==> src/rtl/i2s_rx_if.sv <==
// rtl/i2s_rx_if.sv - capture FIFO write port carrying packed {left,right} frames
interface i2s_rx_if #(
    parameter int WORD_BITS = 16
);
    logic [2*WORD_BITS-1:0] AUDIO;
    logic                   FIFO_WRITE;
    logic                   FIFO_FULL;

    modport master (
        output AUDIO,
        output FIFO_WRITE,
        input  FIFO_FULL
    );

    modport slave (
        input  AUDIO,
        input  FIFO_WRITE,
        output FIFO_FULL
    );
endinterface

==> src/rtl/i2s_rx.sv <==
// rtl/i2s_rx.sv - I2S receiver deserialising codec DOUT into stereo frames on MCLK
module i2s_rx #(
    parameter int WORD_BITS = 16,
    parameter int DROP_W    = 8
) (
    input  logic              MCLK,
    input  logic              RESET,
    input  logic              SCLK,
    input  logic              LRCLK,
    input  logic              DOUT,
    i2s_rx_if.master          fifo,
    output logic              OVERFLOW,
    output logic              FRAME_ERR,
    output logic [DROP_W-1:0] DROP_COUNT
);
    localparam int CNT_W = $clog2(WORD_BITS + 1);

    typedef enum logic [2:0] {SYNC, SHIFT_L, WAIT_L, SHIFT_R, WAIT_R} state_t;

    logic                   s_sclk_q, s_lr_q, s_dout_q;
    logic                   sclk_prev_q, lr_prev_q, lr_prev_d;
    state_t                 state_q, state_d;
    logic [CNT_W-1:0]       count_q, count_d;
    logic [WORD_BITS-1:0]   left_sr_q, left_sr_d;
    logic [WORD_BITS-1:0]   right_sr_q, right_sr_d;
    logic                   complete_q, complete_d;
    logic [2*WORD_BITS-1:0] audio_q, audio_d;
    logic                   write_q, write_d;
    logic                   overflow_q, overflow_d;
    logic                   frame_err_q, frame_err_d;
    logic [DROP_W-1:0]      drop_q, drop_d;

    logic bit_tick, boundary, last_bit;

    always_comb begin
        bit_tick    = s_sclk_q & ~sclk_prev_q;
        boundary    = bit_tick & (s_lr_q != lr_prev_q);
        last_bit    = (count_q == CNT_W'(WORD_BITS - 1));
        lr_prev_d   = bit_tick ? s_lr_q : lr_prev_q;
        state_d     = state_q;
        count_d     = count_q;
        left_sr_d   = left_sr_q;
        right_sr_d  = right_sr_q;
        complete_d  = 1'b0;
        audio_d     = audio_q;
        write_d     = 1'b0;
        overflow_d  = overflow_q;
        frame_err_d = frame_err_q;
        drop_d      = drop_q;

        // The cycle after the final right bit decides between write and drop.
        if (complete_q) begin
            if (fifo.FIFO_FULL) begin
                overflow_d = 1'b1;
                if (drop_q != {DROP_W{1'b1}}) begin
                    drop_d = drop_q + DROP_W'(1);
                end
            end else begin
                write_d = 1'b1;
                audio_d = {left_sr_q, right_sr_q};
            end
        end

        if (bit_tick) begin
            case (state_q)
                SYNC: begin
                    if (boundary && !s_lr_q) begin
                        state_d = SHIFT_L;
                        count_d = '0;
                    end
                end
                SHIFT_L: begin
                    if (boundary) begin
                        frame_err_d = 1'b1;
                        state_d     = s_lr_q ? SYNC : SHIFT_L;
                        count_d     = '0;
                    end else begin
                        left_sr_d = {left_sr_q[WORD_BITS-2:0], s_dout_q};
                        count_d   = count_q + CNT_W'(1);
                        if (last_bit) state_d = WAIT_L;
                    end
                end
                WAIT_L: begin
                    if (boundary && s_lr_q) begin
                        state_d = SHIFT_R;
                        count_d = '0;
                    end
                end
                SHIFT_R: begin
                    if (boundary) begin
                        frame_err_d = 1'b1;
                        state_d     = s_lr_q ? SYNC : SHIFT_L;
                        count_d     = '0;
                    end else begin
                        right_sr_d = {right_sr_q[WORD_BITS-2:0], s_dout_q};
                        count_d    = count_q + CNT_W'(1);
                        if (last_bit) begin
                            state_d    = WAIT_R;
                            complete_d = 1'b1;
                        end
                    end
                end
                WAIT_R: begin
                    // Left boundary closes this frame and opens the next one directly.
                    if (boundary && !s_lr_q) begin
                        state_d = SHIFT_L;
                        count_d = '0;
                    end
                end
                default: begin
                    state_d = SYNC;
                    count_d = '0;
                end
            endcase
        end
    end

    always_ff @(posedge MCLK) begin
        if (RESET) begin
            s_sclk_q    <= 1'b0;
            s_lr_q      <= 1'b0;
            s_dout_q    <= 1'b0;
            sclk_prev_q <= 1'b0;
            lr_prev_q   <= 1'b0;
            state_q     <= SYNC;
            count_q     <= '0;
            left_sr_q   <= '0;
            right_sr_q  <= '0;
            complete_q  <= 1'b0;
            audio_q     <= '0;
            write_q     <= 1'b0;
            overflow_q  <= 1'b0;
            frame_err_q <= 1'b0;
            drop_q      <= '0;
        end else begin
            s_sclk_q    <= SCLK;
            s_lr_q      <= LRCLK;
            s_dout_q    <= DOUT;
            sclk_prev_q <= s_sclk_q;
            lr_prev_q   <= lr_prev_d;
            state_q     <= state_d;
            count_q     <= count_d;
            left_sr_q   <= left_sr_d;
            right_sr_q  <= right_sr_d;
            complete_q  <= complete_d;
            audio_q     <= audio_d;
            write_q     <= write_d;
            overflow_q  <= overflow_d;
            frame_err_q <= frame_err_d;
            drop_q      <= drop_d;
        end
    end

    assign fifo.AUDIO      = audio_q;
    assign fifo.FIFO_WRITE = write_q;
    assign OVERFLOW        = overflow_q;
    assign FRAME_ERR       = frame_err_q;
    assign DROP_COUNT      = drop_q;
endmodule

==> src/flat_wrapper.sv <==
// flat-port wrapper written by rule: the top's interface ports become plain ports
module i2s_rx_flat 
#(
    parameter int WORD_BITS = 16,
    parameter int DROP_W    = 8
)
  (MCLK, RESET, SCLK, LRCLK, DOUT, OVERFLOW, FRAME_ERR, DROP_COUNT, fifo_AUDIO, fifo_FIFO_WRITE, fifo_FIFO_FULL);
  i2s_rx_if #(.WORD_BITS(WORD_BITS)) fifo_i ();
  input  logic MCLK;
  input  logic RESET;
  input  logic SCLK;
  input  logic LRCLK;
  input  logic DOUT;
  output logic OVERFLOW;
  output logic FRAME_ERR;
  output logic [DROP_W-1:0] DROP_COUNT;
  output wire logic [$bits(fifo_i.AUDIO)-1:0] fifo_AUDIO;
  output wire logic [$bits(fifo_i.FIFO_WRITE)-1:0] fifo_FIFO_WRITE;
  input wire logic [$bits(fifo_i.FIFO_FULL)-1:0] fifo_FIFO_FULL;
  assign fifo_AUDIO = fifo_i.AUDIO;
  assign fifo_FIFO_WRITE = fifo_i.FIFO_WRITE;
  assign fifo_i.FIFO_FULL = fifo_FIFO_FULL;
  i2s_rx #(.WORD_BITS(WORD_BITS), .DROP_W(DROP_W)) u_core (.MCLK(MCLK), .RESET(RESET), .SCLK(SCLK), .LRCLK(LRCLK), .DOUT(DOUT), .fifo(fifo_i), .OVERFLOW(OVERFLOW), .FRAME_ERR(FRAME_ERR), .DROP_COUNT(DROP_COUNT));
endmodule
==> config.mk <==
export PLATFORM = sky130hd
export DESIGN_NAME = i2s_rx_flat
export DESIGN_NICKNAME = d
export VERILOG_FILES = /design/src/rtl/i2s_rx_if.sv /design/src/rtl/i2s_rx.sv /design/src/flat_wrapper.sv
export SDC_FILE = /design/constraint.sdc
export NUM_CORES = 1
export LEC_CHECK = 0
export CORE_UTILIZATION = 50
export DETAILED_ROUTE_END_ITERATION = 12
export PLACE_DENSITY = 0.74
export SETUP_SLACK_MARGIN = 0.15
export SYNTH_ARGS = -nofsm -noshare
export SYNTH_HDL_FRONTEND = slang
export SYNTH_SLANG_ARGS = --single-unit
==> constraint.sdc <==
create_clock -name MCLK -period 1.9 [get_ports MCLK]
set_input_delay 0.19 -clock MCLK [delete_from_list [all_inputs] [get_ports MCLK]]
set_output_delay 0.19 -clock MCLK [all_outputs]
set_load 0.02 [all_outputs]
==> summary by stage <==
Run status
The run finished, with violations left. The final reports fail on design-rule violations.

Min path
The class of the most critical hold timing path is in -> reg.

Timing
The number of hold violations in the final report is 0. The tightest slew margin relative to the limit is between 60% and 70%. In the finished design, the share of the clock period the worst path needs comes to 86.6%. The clock arrives with 10.0 ps of skew. The highest attainable clock frequency is between 600 and 700 MHz. Setup repair after global routing left no endpoint under its margin.

The number of max-slew violations in the final report came to 0. The clock period minus worst slack is 1650 ps. After routing, the total negative slack on setup checks comes to 0 ps. At the pin with the least slew margin, the transition time is 498 ps. The minimum setup slack in the final design is 254 ps. Setup violations remaining at the end of the flow were counted as 0.

Worst setup path
On the worst path, the slowest cell contributes a delay of 510 ps. The cell with the most instances on the worst path is sky130_fd_sc_hd__buf_4. The critical path class is reg -> reg. The worst register-to-register path has a setup slack of 250 ps.

The critical path required time is 2130 ps. Walking the worst path, the cells encountered are nand2b_4, buf_4, or4_1, buf_4, nand2_1, a21oi_1. The startpoint type of the worst setup path is a register. Data on the critical path arrives at its endpoint at 1870 ps. Along the worst path, the maximum fanout reaches 16. The endpoint type of the worst setup path is a register.

The largest individual stage delay along the critical path comes from the cell sky130_fd_sc_hd__or4_1.

Clock tree
The clock slew at the register clock pins of the worst setup and hold paths is 80 ps. The number of sinks driven by the clock tree is around 90. Hold repair after CTS inserted 0 buffers. The H-tree was split into 3 levels. For the worst-skew pair, the clock arrives at the later sink with an insertion delay of 350 ps. The longest clock path from root to sink contains 2 buffers.

The cell sitting at the root of the clock tree is a sky130_fd_sc_hd__clkbuf_8. Buffers inserted during clock tree synthesis total 9. TritonCTS built the clock tree.

Synthesis
After synthesis, the cell types taking the most area are sky130_fd_sc_hd__dfxtp_1 (53%), sky130_fd_sc_hd__nand2_1 (9.8%), sky130_fd_sc_hd__a21oi_1 (7.9%), sky130_fd_sc_hd__mux2i_1 (5.0%), sky130_fd_sc_hd__nor2_1 (3.0%). In the synthesized netlist the dominant register cell turns out to be sky130_fd_sc_hd__dfxtp_1. The cell count after synthesis came out at approximately 400. Of all flip-flops after synthesis, the portion carrying an async set or reset was 0%. Yosys instantiated no cell more often than sky130_fd_sc_hd__dfxtp_1. The post-synthesis sequential element count is 89. Yosys mapped a number of flops with a built-in enable equal to 0. Counting instances in the post-synthesis netlist gives the leading cell types as sky130_fd_sc_hd__dfxtp_1 (89), sky130_fd_sc_hd__nand2_1 (88), sky130_fd_sc_hd__a21oi_1 (53), sky130_fd_sc_hd__nor2_1 (27). The share of synthesized area occupied by flip-flops and latches is 52.7%.

During synthesis, Yosys emitted a total of 0 warnings. The area share of the largest cell type after synthesis is 52.7%. The synthesized design spends more area on one cell type than any other, namely sky130_fd_sc_hd__dfxtp_1.

The netlist uses 47 different library cells. The mapped netlist covers 3380 µm². The synthesized area per cell is 8.68 µm².

Counting every net in the synthesized netlist gives 398.

Finish
Relative to the synthesized area, the layout overhead comes to 24.1%. The antenna cell count is 0. The fraction of layout instances using a drive strength above 1 is a little under a tenth. The total number of nets in the final design is approximately 450. The finished layout holds 521 standard cells, fillers aside.

Pwr
Dividing total power by cell area gives a power density of 777 nW/µm². The worst vdd rail ir drop is between 0.0004 and 0.0005 V. The static leakage is 1.40 nW.

Die
The die is 84.2 µm tall. The die covers 7090 µm². The floorplan has 29 rows. For this configuration, the core starts out at a cell density of 52.6%. The core outline area is 6420 µm². 49 I/O pins were placed. The floorplan step set the die width to around 84 µm.

Routing
Once detail routing completed, the nets flagged for antenna violations numbered 0. Wires add up to approximately 6.6 mm. The mean routed wirelength per cell is 12.8 µm.

In the routed layout, each cell is associated on average with a via count of 5.33. The total iterations of the first detailed-routing run is 8. The count of unresolved DRC violations after routing is 6.

The number of DRC markers in iteration 0 is 152. The detailed-route via count is roughly 2800.

Place
The final RePlAce weighted congestion is about 0.85. Input and output buffers added on the ports amount to 48. The estimated wirelength of the detail-placed design is around 4.4 mm. Including well taps, the total number of placed cells is 503. The pre-CTS worst setup slack is -9.00 ps.

GRT
met2 is the most crowded layer. Global routing consumed, on the met2 layer, 33.5% of the routing resources. The via count of the first global-routing pass is 2582. The overall track demand over capacity in global routing is 19.7%. For met1 alone, demand over resource in global routing was 24.0%. The pin count of the biggest net entering global routing is about 70. Summed over all layers, the global routing overflow is 0. The initial antenna violation count is 0. The met3 capacity usage during global routing is 3.44%. The first global-routing pass estimated 11.2 mm of wire.

Flow run
Max-cap violations in this run came to 0.
==> cells by family (layout without fill, tap and decap cells) <==
logic type	Yosys count	after routing	synth area share (%)
adder cells (fa/ha/maj)	3	3	1.11
AND/OR/NAND/NOR	165	165	22.5
multiplexers	17	17	5.04
XOR/XNOR	3	3	1.00
AO/OA/AOI/OAI	80	80	13.6
flip-flops	89	89	52.7
buffers and inverters	32	87	4.00
==> report_power, final <==
part           internal [mW]  switching (mW)  leakage, nW
combinational         0.0288          0.0519        0.576
sequential              1.87         0.00362        0.717
clock                  0.680           0.625        0.103
total                   2.58           0.681         1.40
==> per-stage QoR <==
stage          power (mW)  utilization, %  hold WS [ps]  area (µm²)
6_report             3.26            65.3           250        4190
3_5_place_dp         2.00            61.7           446        3970
5_1_grt              3.36            65.3           271        4190
3_3_place_gp         1.99            61.7           443        3970
4_1_cts              3.29            65.0           237        4180
2_1_floorplan        1.96               -           318        3380
==> layout make-up <==
class / instances / area, µm²
flip-flops and latches: 89 / 1780
inverters: 6 / 22.5
repair buffers: 65 / 616
fillers: 542 / 2230
multi-input cells: 268 / 1470
clock buffers: 12 / 155
well taps: 77 / 96.3
clock inverters: 4 / 51.3
==> registers in the layout, indices dropped and copies added, names as in the netlist <==
register,count
u_core.fifo.AUDIO,32
u_core.left_sr_q,16
u_core.right_sr_q,16
u_core.DROP_COUNT,8
u_core.count_q,5
u_core.state_q,3
u_core.FRAME_ERR,1
u_core.OVERFLOW,1
u_core.complete_q,1
u_core.fifo.FIFO_WRITE,1
u_core.lr_prev_q,1
u_core.s_dout_q,1
u_core.s_lr_q,1
u_core.s_sclk_q,1
u_core.sclk_prev_q,1
==> final timing paths <==
kind                                             from                     to  cells after the start
worst max-delay path                u_core.state_q[0]  u_core.right_sr_q[14]                      6
worst min-delay path                            RESET       u_core.FRAME_ERR                      2
worst max register to register      u_core.state_q[0]  u_core.right_sr_q[14]                      6
worst min register to register  u_core.fifo.AUDIO[29]  u_core.fifo.AUDIO[29]                      2
==> critical path: cells and delay by family (launching register included) <==
kind,cells,cell delay [ps]
buf+inv,2,370
flops,1,430
compound gates,1,60
simple gates,3,670
==> metal layers <==
layer | vias to the layer above | share of wire (%)
met1 | 1291 | 48
li1 | 1420 | -
met5 | - | 0
met2 | 60 | 46
met3 | 8 | 4.5
met4 | 0 | 1.4
==> layout by cell type, fill, tap and decap left out, types with 2 or more instances in the layout <==
master,Yosys,routed
sky130_fd_sc_hd__inv_1,6,6
sky130_fd_sc_hd__nand3b_1,2,2
sky130_fd_sc_hd__ha_1,3,3
sky130_fd_sc_hd__nand3_1,19,19
sky130_fd_sc_hd__nor2_1,27,27
sky130_fd_sc_hd__a31oi_1,4,4
sky130_fd_sc_hd__o21a_1,2,2
sky130_fd_sc_hd__xor2_1,2,2
sky130_fd_sc_hd__nor3_1,3,3
sky130_fd_sc_hd__clkbuf_8,0,11
sky130_fd_sc_hd__a41oi_1,2,2
sky130_fd_sc_hd__nor2b_1,7,6
sky130_fd_sc_hd__o31ai_1,2,2
sky130_fd_sc_hd__buf_4,1,16
sky130_fd_sc_hd__a21oi_1,53,53
sky130_fd_sc_hd__o21ai_0,6,6
sky130_fd_sc_hd__a211oi_1,3,3
sky130_fd_sc_hd__or3_1,2,2
sky130_fd_sc_hd__and3_1,3,3
sky130_fd_sc_hd__clkdlybuf4s50_1,0,47
sky130_fd_sc_hd__mux2i_1,17,17
sky130_fd_sc_hd__dfxtp_1,89,89
sky130_fd_sc_hd__nand2_1,88,88
sky130_fd_sc_hd__and2_1,2,2
sky130_fd_sc_hd__nand2b_1,2,2
==> repair_timing <==
action / CTS / global route
gates resized for setup: 1 / 1
pin swaps: 0 / 1
cloned: 0 / 0
endpoints found under the setup margin: 5 / 3
buffers inserted: 0 / 2
(Power assumes the default switching activity.)
